## src/rtl/match_controller_if.sv

```systemverilog
// Control/status bundle between the game logic and the match controller.
// The master drives the game events; the slave (the controller) reports match status.
interface match_controller_if;
  logic       tick;
  logic       start;
  logic       pause_req;
  logic       goal_one;
  logic       goal_two;
  logic [2:0] state;
  logic       play_en;
  logic       ball_reset;
  logic       serve_dir;
  logic [3:0] score_one;
  logic [3:0] score_two;
  logic [1:0] winner;
  logic       goal_flash;
  logic       beep_req;

  modport master (
    output tick, start, pause_req, goal_one, goal_two,
    input  state, play_en, ball_reset, serve_dir, score_one, score_two, winner,
           goal_flash, beep_req
  );

  modport slave (
    input  tick, start, pause_req, goal_one, goal_two,
    output state, play_en, ball_reset, serve_dir, score_one, score_two, winner,
           goal_flash, beep_req
  );
endinterface

```

## src/rtl/match_controller.sv

```systemverilog
// Pong match sequencer: serve countdown, scoring, goal freeze, pause/resume and game-over.
// Every output is driven straight from a flop.
module match_controller #(
  parameter int unsigned WIN_SCORE   = 7,
  parameter int unsigned SERVE_DELAY = 60,
  parameter int unsigned GOAL_HOLD   = 30
) (
  input logic               clk,
  input logic               reset,
  match_controller_if.slave bus
);

  localparam logic [3:0] WinScore   = 4'(WIN_SCORE);
  localparam logic [7:0] ServeDelay = 8'(SERVE_DELAY);
  localparam logic [7:0] GoalHold   = 8'(GOAL_HOLD);

  typedef enum logic [2:0] {
    StIdle   = 3'd0,
    StServe  = 3'd1,
    StPlay   = 3'd2,
    StGoal   = 3'd3,
    StPaused = 3'd4,
    StOver   = 3'd5
  } state_e;

  state_e     state_q, state_d;
  state_e     saved_q, saved_d;
  logic [7:0] cnt_q, cnt_d;
  logic [3:0] score_one_q, score_one_d;
  logic [3:0] score_two_q, score_two_d;
  logic [1:0] winner_q, winner_d;
  logic       serve_dir_q, serve_dir_d;
  logic       play_en_q, play_en_d;
  logic       goal_flash_q, goal_flash_d;
  logic       ball_reset_q, ball_reset_d;
  logic       beep_q, beep_d;

  // Single-cycle events raised by the next-state logic, registered as pulses.
  logic       ball_reset_evt;
  logic       beep_evt;

  // State register
  always_ff @(posedge clk or posedge reset) begin
    if (reset) begin
      state_q      <= StIdle;
      saved_q      <= StServe;
      cnt_q        <= 8'd0;
      score_one_q  <= 4'd0;
      score_two_q  <= 4'd0;
      winner_q     <= 2'd0;
      serve_dir_q  <= 1'b0;
      play_en_q    <= 1'b0;
      goal_flash_q <= 1'b0;
      ball_reset_q <= 1'b0;
      beep_q       <= 1'b0;
    end else begin
      state_q      <= state_d;
      saved_q      <= saved_d;
      cnt_q        <= cnt_d;
      score_one_q  <= score_one_d;
      score_two_q  <= score_two_d;
      winner_q     <= winner_d;
      serve_dir_q  <= serve_dir_d;
      play_en_q    <= play_en_d;
      goal_flash_q <= goal_flash_d;
      ball_reset_q <= ball_reset_d;
      beep_q       <= beep_d;
    end
  end

  // Next-state logic
  always_comb begin
    state_d        = state_q;
    saved_d        = saved_q;
    cnt_d          = cnt_q;
    score_one_d    = score_one_q;
    score_two_d    = score_two_q;
    winner_d       = winner_q;
    serve_dir_d    = serve_dir_q;
    ball_reset_evt = 1'b0;
    beep_evt       = 1'b0;

    case (state_q)
      StIdle, StOver: begin
        if (bus.start) begin
          score_one_d    = 4'd0;
          score_two_d    = 4'd0;
          winner_d       = 2'd0;
          serve_dir_d    = 1'b0;
          ball_reset_evt = 1'b1;
          cnt_d          = ServeDelay;
          state_d        = StServe;
        end
      end

      StServe: begin
        if (bus.pause_req) begin
          saved_d = StServe;
          state_d = StPaused;
        end else if (bus.tick) begin
          if (cnt_q != 8'd0) begin
            cnt_d = cnt_q - 8'd1;
          end else begin
            state_d = StPlay;
          end
        end
      end

      StPlay: begin
        if (bus.pause_req) begin
          saved_d = StPlay;
          state_d = StPaused;
        end else if (bus.goal_one && bus.goal_two) begin
          // Simultaneous goals are a void rally: freeze, but nobody scores.
          cnt_d   = GoalHold;
          state_d = StGoal;
        end else if (bus.goal_one) begin
          if (score_one_q < WinScore) begin
            score_one_d = score_one_q + 4'd1;
          end
          serve_dir_d = 1'b1;
          beep_evt    = 1'b1;
          if (score_one_d == WinScore) begin
            winner_d = 2'd1;
            state_d  = StOver;
          end else begin
            cnt_d   = GoalHold;
            state_d = StGoal;
          end
        end else if (bus.goal_two) begin
          if (score_two_q < WinScore) begin
            score_two_d = score_two_q + 4'd1;
          end
          serve_dir_d = 1'b0;
          beep_evt    = 1'b1;
          if (score_two_d == WinScore) begin
            winner_d = 2'd2;
            state_d  = StOver;
          end else begin
            cnt_d   = GoalHold;
            state_d = StGoal;
          end
        end
      end

      StGoal: begin
        if (bus.tick) begin
          if (cnt_q != 8'd0) begin
            cnt_d = cnt_q - 8'd1;
          end else begin
            ball_reset_evt = 1'b1;
            cnt_d          = ServeDelay;
            state_d        = StServe;
          end
        end
      end

      StPaused: begin
        // Resume wins over quit when both arrive together.
        if (bus.pause_req) begin
          state_d = saved_q;
        end else if (bus.start) begin
          score_one_d = 4'd0;
          score_two_d = 4'd0;
          winner_d    = 2'd0;
          state_d     = StIdle;
        end
      end

      default: begin
        state_d = StIdle;
      end
    endcase
  end

  // Output logic: next values of the registered outputs
  always_comb begin
    play_en_d    = (state_d == StPlay);
    goal_flash_d = (state_d == StGoal);
    ball_reset_d = ball_reset_evt;
    beep_d       = beep_evt;
  end

  assign bus.state      = state_q;
  assign bus.play_en    = play_en_q;
  assign bus.ball_reset = ball_reset_q;
  assign bus.serve_dir  = serve_dir_q;
  assign bus.score_one  = score_one_q;
  assign bus.score_two  = score_two_q;
  assign bus.winner     = winner_q;
  assign bus.goal_flash = goal_flash_q;
  assign bus.beep_req   = beep_q;

endmodule

```

## src/flat_wrapper.sv

```systemverilog
// flat-port wrapper written by rule: the top's interface ports become plain ports
module match_controller_flat 
#(
  parameter int unsigned WIN_SCORE   = 7,
  parameter int unsigned SERVE_DELAY = 60,
  parameter int unsigned GOAL_HOLD   = 30
)
  (clk, reset, bus_tick, bus_start, bus_pause_req, bus_goal_one, bus_goal_two, bus_state, bus_play_en, bus_ball_reset, bus_serve_dir, bus_score_one, bus_score_two, bus_winner, bus_goal_flash, bus_beep_req);
  match_controller_if bus_i ();
  input logic clk;
  input logic reset;
  input wire logic [$bits(bus_i.tick)-1:0] bus_tick;
  input wire logic [$bits(bus_i.start)-1:0] bus_start;
  input wire logic [$bits(bus_i.pause_req)-1:0] bus_pause_req;
  input wire logic [$bits(bus_i.goal_one)-1:0] bus_goal_one;
  input wire logic [$bits(bus_i.goal_two)-1:0] bus_goal_two;
  output wire logic [$bits(bus_i.state)-1:0] bus_state;
  output wire logic [$bits(bus_i.play_en)-1:0] bus_play_en;
  output wire logic [$bits(bus_i.ball_reset)-1:0] bus_ball_reset;
  output wire logic [$bits(bus_i.serve_dir)-1:0] bus_serve_dir;
  output wire logic [$bits(bus_i.score_one)-1:0] bus_score_one;
  output wire logic [$bits(bus_i.score_two)-1:0] bus_score_two;
  output wire logic [$bits(bus_i.winner)-1:0] bus_winner;
  output wire logic [$bits(bus_i.goal_flash)-1:0] bus_goal_flash;
  output wire logic [$bits(bus_i.beep_req)-1:0] bus_beep_req;
  assign bus_i.tick = bus_tick;
  assign bus_i.start = bus_start;
  assign bus_i.pause_req = bus_pause_req;
  assign bus_i.goal_one = bus_goal_one;
  assign bus_i.goal_two = bus_goal_two;
  assign bus_state = bus_i.state;
  assign bus_play_en = bus_i.play_en;
  assign bus_ball_reset = bus_i.ball_reset;
  assign bus_serve_dir = bus_i.serve_dir;
  assign bus_score_one = bus_i.score_one;
  assign bus_score_two = bus_i.score_two;
  assign bus_winner = bus_i.winner;
  assign bus_goal_flash = bus_i.goal_flash;
  assign bus_beep_req = bus_i.beep_req;
  match_controller #(.WIN_SCORE(WIN_SCORE), .SERVE_DELAY(SERVE_DELAY), .GOAL_HOLD(GOAL_HOLD)) u_core (.clk(clk), .reset(reset), .bus(bus_i));
endmodule
```

## config.mk

```make
export PLATFORM = sky130hd
export DESIGN_NAME = match_controller_flat
export DESIGN_NICKNAME = d
export VERILOG_FILES = /design/src/rtl/match_controller_if.sv /design/src/rtl/match_controller.sv /design/src/flat_wrapper.sv
export SDC_FILE = /design/constraint.sdc
export NUM_CORES = 1
export LEC_CHECK = 0
export BUFFER_PORTS_ARGS = -buffer_cell sky130_fd_sc_hd__buf_2
export CAP_MARGIN = 15
export CORE_ASPECT_RATIO = 0.6
export CORE_UTILIZATION = 52
export DETAILED_ROUTE_END_ITERATION = 16
export GPL_TIMING_DRIVEN = 0
export PLACE_DENSITY = 0.81
export SLEW_MARGIN = 0
export SYNTH_ARGS = -nofsm -noshare
export SYNTH_HDL_FRONTEND = slang
export SYNTH_SLANG_ARGS = --single-unit
```

## constraint.sdc

```tcl
create_clock -name clk -period 2.2 [get_ports clk]
set_input_delay 0.44 -clock clk [delete_from_list [all_inputs] [get_ports clk]]
set_output_delay 0.44 -clock clk [all_outputs]
set_load 0.005 [all_outputs]
```

Word level (Yosys, flattened, before mapping)
Cells that the tools add are included.
- bits in registers: 29
- input bits: 7
- output and inout port bits: 18
- reductions and logical operators: 14
- $lt $le $gt $ge: 2
- add/sub/neg operators: 3
- mux-type cells: 79
- equality and inequality tests: 28
- operators by type and width (operator ; count):
    $mux 8 ; 12
    $mux 4 ; 22
    $mux 3 ; 16
    $pmux 8 s4 ; 1
    $ne 2x2->1 const B ; 12
    $pmux 4 s3 ; 2
    $mux 2 ; 8
    $pmux 3 s5 ; 1
    $mux 1 ; 13
    $eq 3x2->1 const B ; 4
    $ne 4x3->1 const B ; 3
    $reduce_and 10->1 ; 1
    $reduce_and 5->1 ; 2
    $add 4x1->4 const B ; 2
    $eq 4x3->1 const B ; 2
    $lt 4x3->1 const B ; 2
    $reduce_bool 8->1 ; 1
    $sub 8x1->8 const B ; 1
    $reduce_and 7->1 ; 1
    $eq 3x3->1 const B ; 2
    $ne 3x2->1 const B ; 2
    $pmux 2 s3 ; 1
    $pmux 3 s2 ; 1
    $reduce_and 6->1 ; 1
    11 further kinds ; 13

Depth between registers and ports, before layout
- word-level depth: 15
- mapped depth: 7

Least setup slack after synthesis
Ideal clock, no wire load.
- path kind: register -> register
- start point: register u_core.score_one_q[0], in the netlist u_core.bus.score_one[0]
- end point: register u_core.cnt_q[0]
- setup slack: -0.017 ns
- arrival time: 2.092 ns
- clock period less this slack: 2.217 ns
- setup time: 0.125 ns
- stages on the path, launching flop included: 7
- path buffers: 0
- cells stage by stage: dfrtp_1 -> ha_1 -> or3b_2 -> o22ai_1 -> a221oi_2 -> o21ai_4 -> mux2_4
- longest elaborated chain between the ends: 9
- ends and longest elaborated chain (what ; line ; source):
    start: declaration ; match_controller.sv:29 ; logic [3:0] score_one_q, score_one_d;
    start signal: assignment ; match_controller.sv:60 ; score_one_q <= score_one_d;
    $add 4x1->4 / $lt 4x3->1 (equally long branches) ; match_controller.sv:119, match_controller.sv:118 ;
    $mux 4 (*) ; match_controller.sv:118 ; if (score_one_q < WinScore) begin
    $mux 4 (*) ; match_controller.sv:117 ; end else if (bus.goal_one) begin
    $mux 4 (*) ; match_controller.sv:113 ; end else if (bus.goal_one && bus.goal_two) begin
    $mux 4 (*) ; match_controller.sv:110 ; if (bus.pause_req) begin
    $mux 4 (*) ; match_controller.sv:83 ; case (state_q)
    $eq 4x3->1 (*) ; match_controller.sv:123 ; if (score_one_d == WinScore) begin
    $ne 4x3->1 (no line) (*) ; n/a ;
    $reduce_and 10->1 (no line) (*) ; n/a ;
    end signal: assignment ; match_controller.sv:59 ; cnt_q <= cnt_d;
    end: declaration ; match_controller.sv:28 ; logic [7:0] cnt_q, cnt_d;
Every way passes the cells marked *; elsewhere a longest branch is shown, timed or not. The select of a mux whose other input is x is not followed.
A chain may end at the register's enable or synchronous reset.

Final worst setup path
Ends and elaborated chain as after synthesis.

==> results.py <==
metrics = {
    "run_status": {
        "status": "complete, no violations",
    },
    "sta": {
        "max_slew_margin": 0.5603,
        "clock_skew_ps": 8.587,
        "timing.final.max_slew_violations": 0,
        "min_period_over_period": 0.9830,
        "worst_pin_slew_ps": 654.5,
        "hold_violations": 0,
        "holdWs_ps": 161.1,
        "min_period_ps": 2163,
        "setup_violations": 0,
        "worst_slack_ps": 37.34,
        "clock.fmax_mhz": 462.4,
    },
    "setup_path": {
        "critPathArrivalTime_ps": 2340,
        "path_class": "reg2reg",
        "cp-end-kind": "flop",
        "crit_path_max_fanout": 4,
        "critPathLaunchType": "flop",
        "worstPathRequired_ps": 2380,
    },
    "cells_and_area": {
        "diodes": 0,
        "seq_area_sq_um": 701.9,
        "nets": 255,
        "drive_gt1_frac": 0.2438,
        "fill_cells": 266,
        "multi_input_area_sq_um": 1117,
        "area_growth_pct": 23.14,
    },
    "synthesis": {
        "synth_nets": 218,
        "syn_avg_cell_area_sq_um": 8.977,
        "ys_types": 54,
        "postSynthCellCount": 206,
        "synth_edf_count": 0,
        "async_flop_share": 1.000,
        "synth_top_flop_cell": "dfrtp_1",
        "synth-seq-cells": 28,
        "syn_area_sq_um": 1849,
        "yosys_warnings": 0,
        "ys_seq_area_frac": 0.3796,
    },
    "power_and_ir_drop": {
        "leakage_nw": 1.035,
        "ir_worst_vdd_mv": 0.6129,
        "power.density_nw_per_um2": 1127,
    },
    "detailed_routing": {
        "route.vias.total": 1767,
        "drtIter0Drc": 168,
        "routed_wl_microns": 4902,
        "via_per_inst": 6.157,
        "dr.pass1.iters": 4,
        "drtAntennaViolNets": 0,
        "drc": 0,
        "avgRoutedWirePerCell_microns": 17.08,
    },
    "floorplan": {
        "initial_utilization": 0.5565,
        "dieWidth_microns": 78.99,
        "io_pins": 25,
        "core_area_sq_um": 3323,
        "fp.dieH_microns": 48.20,
        "rows": 16,
        "die-area_sq_um": 3807,
    },
    "placed_design": {
        "numPortBuffers": 24,
        "post-dp-hpwl_microns": 3385,
        "gp_congestion": 0.9127,
        "detailedPlace.worstSlack_ps": -167.8,
    },
    "global_routing": {
        "grt_util_all_layers": 0.2637,
        "antenna_found_initial": 0,
        "first_global_vias": 1534,
        "grt.overflow.total": 0,
        "grt_first_pass_wirelength_microns": 7465,
        "grt_max_degree": 29,
    },
    "clock_network": {
        "cts_made_buffers": 3,
        "cts_max_level": 1,
        "cts-root-buf": "clkbuf_8",
        "clkLatencyLatePin_ps": 280,
        "cts_hold_buf": 0,
        "clockBufferDepth": 2,
        "cts.sinks": 28,
        "cts_tree": "built",
        "clk_pin_slew_ps": 100,
    },
    "min_path": {
        "min_path_type": "in2async",
    },
    "flow_run": {
        "maxCapViolations": 0,
    },
}
## final cells by class
cell class / count / share of cell area
Buffer: 7 / 0.01868
Clock buffer: 3 / 0.01813
Clock inverter: 1 / 0.01319
Inverter: 20 / 0.03297
Multi-Input combinational cell: 151 / 0.4907
Sequential cell: 28 / 0.3082
Tap cell: 45 / 0.02473
Timing Repair Buffer: 32 / 0.09341
## synth_stat cells (all sizes together), types with 5 or more instances
master / number / area [sq um]
dfrtp: 27 / 675.7
inv: 20 / 75.07
nor2: 17 / 66.32
o21ai: 15 / 90.09
nand2: 13 / 48.80
a21oi: 12 / 60.06
nand3: 8 / 40.04
ha: 5 / 62.56
nand2b: 5 / 31.28
o31ai: 5 / 37.54
## cell families (layout without fill, tap and decap cells)
| group | count (synthesis) | after routing | synth area share |
|---|---|---|---|
| AO/OA/AOI/OAI | 70 | 70 | 0.2828 |
| XOR/XNOR | 2 | 2 | 0.009474 |
| adder cells (fa/ha/maj) | 5 | 5 | 0.03383 |
| buffers and inverters | 27 | 63 | 0.06359 |
| flip-flops | 28 | 28 | 0.3796 |
| multiplexers | 4 | 4 | 0.02436 |
| AND/OR/NAND/NOR | 70 | 70 | 0.2064 |
## power by group
part / switching [mW] / total [mW] / internal [mW]
clock: 0.170 / 0.414 / 0.244
sequential: 0.144 / 0.789 / 0.645
combinational: 0.792 / 1.36 / 0.571
total: 1.11 / 2.57 / 1.46
## state kept, by name, indices dropped and copies added (netlist names)
| name | cells |
|---|---|
| u_core.bus.play_en | 1 |
| u_core.cnt_q | 8 |
| u_core.bus.ball_reset | 1 |
| u_core.saved_q | 2 |
| u_core.bus.score_two | 4 |
| u_core.bus.score_one | 4 |
| u_core.bus.serve_dir | 1 |
| u_core.bus.winner | 2 |
| u_core.bus.beep_req | 1 |
| u_core.bus.state | 3 |
| u_core.bus.goal_flash | 1 |
## layout by cell type, fill, tap and decap left out, types with 2 or more instances in the layout
cell type,count
dfrtp_1,27
buf_2,25
inv_1,20
nor2_1,16
nand2_1,13
o21ai_0,13
a21oi_1,12
nand3_1,8
buf_4,6
nand2b_1,5
ha_1,5
clkbuf_1,4
nor3_1,4
a2bb2oi_1,4
and3_1,4
o31ai_1,3
mux2i_1,3
nand4_1,3
a31oi_1,3
o211ai_1,3
o221ai_1,3
o22ai_1,3
clkbuf_8,3
buf_6,2
nor2b_1,2
nor4b_1,2
xnor2_1,2
and2_1,2
o31a_1,2
a21boi_0,2
o31ai_2,2
a211oi_2,2
a211oi_1,2
or3_1,2
a32oi_1,2
a21o_1,2
## critical path: stages, from the launching register on
cell and delay [ps]:
dfrtp_1 410, ha_1 300, or3b_2 490, o22ai_4 180, a221oi_4 130, o21ai_4 240
mux2_4 320
## repair_timing
action,CTS,global route
endpoints found under the hold margin,0,0
pin swaps,2,4
gates resized for setup,4,7
endpoints found under the setup margin,9,9
setup buffers,4,3
## final timing paths
kind                                         start                      end  depth (start not counted)  slack, ps
setup / recovery           u_core.bus.score_one[0]          u_core.cnt_q[0]                          6         40
hold reg to reg               u_core.bus.winner[1]     u_core.bus.winner[1]                          2        540
hold / removal                               reset  u_core.bus.score_two[1]                          2        160
min in group clk              u_core.bus.winner[1]     u_core.bus.winner[1]                          2        540
setup reg to reg           u_core.bus.score_one[0]          u_core.cnt_q[0]                          6         40
max in group asynchronous                    reset        u_core.saved_q[0]                          3       1490
## per-stage QoR
stage | power [mW] | util | TNS [ps] | area (sq um) | instances
floorplan | 1.666 | - | 0 | 1856 | 206
global placement | 1.953 | 0.6114 | -319.3 | 2032 | 275
detailed placement | 1.986 | 0.6114 | -474.2 | 2032 | 275
CTS | 2.481 | 0.6563 | 0 | 2181 | 283
global route | 2.748 | 0.6852 | -150.4 | 2277 | 287
finish | 2.567 | 0.6852 | 0 | 2277 | 287
## per-layer routing
metal / global-route usage / wire length (microns)
met2: 0.3759 / 2039
met4: 0.02909 / 27
met1: 0.4103 / 2374
met5: 0.03750 / 0
met3: 0.05794 / 460
Power figures use the tool's default switching activity.
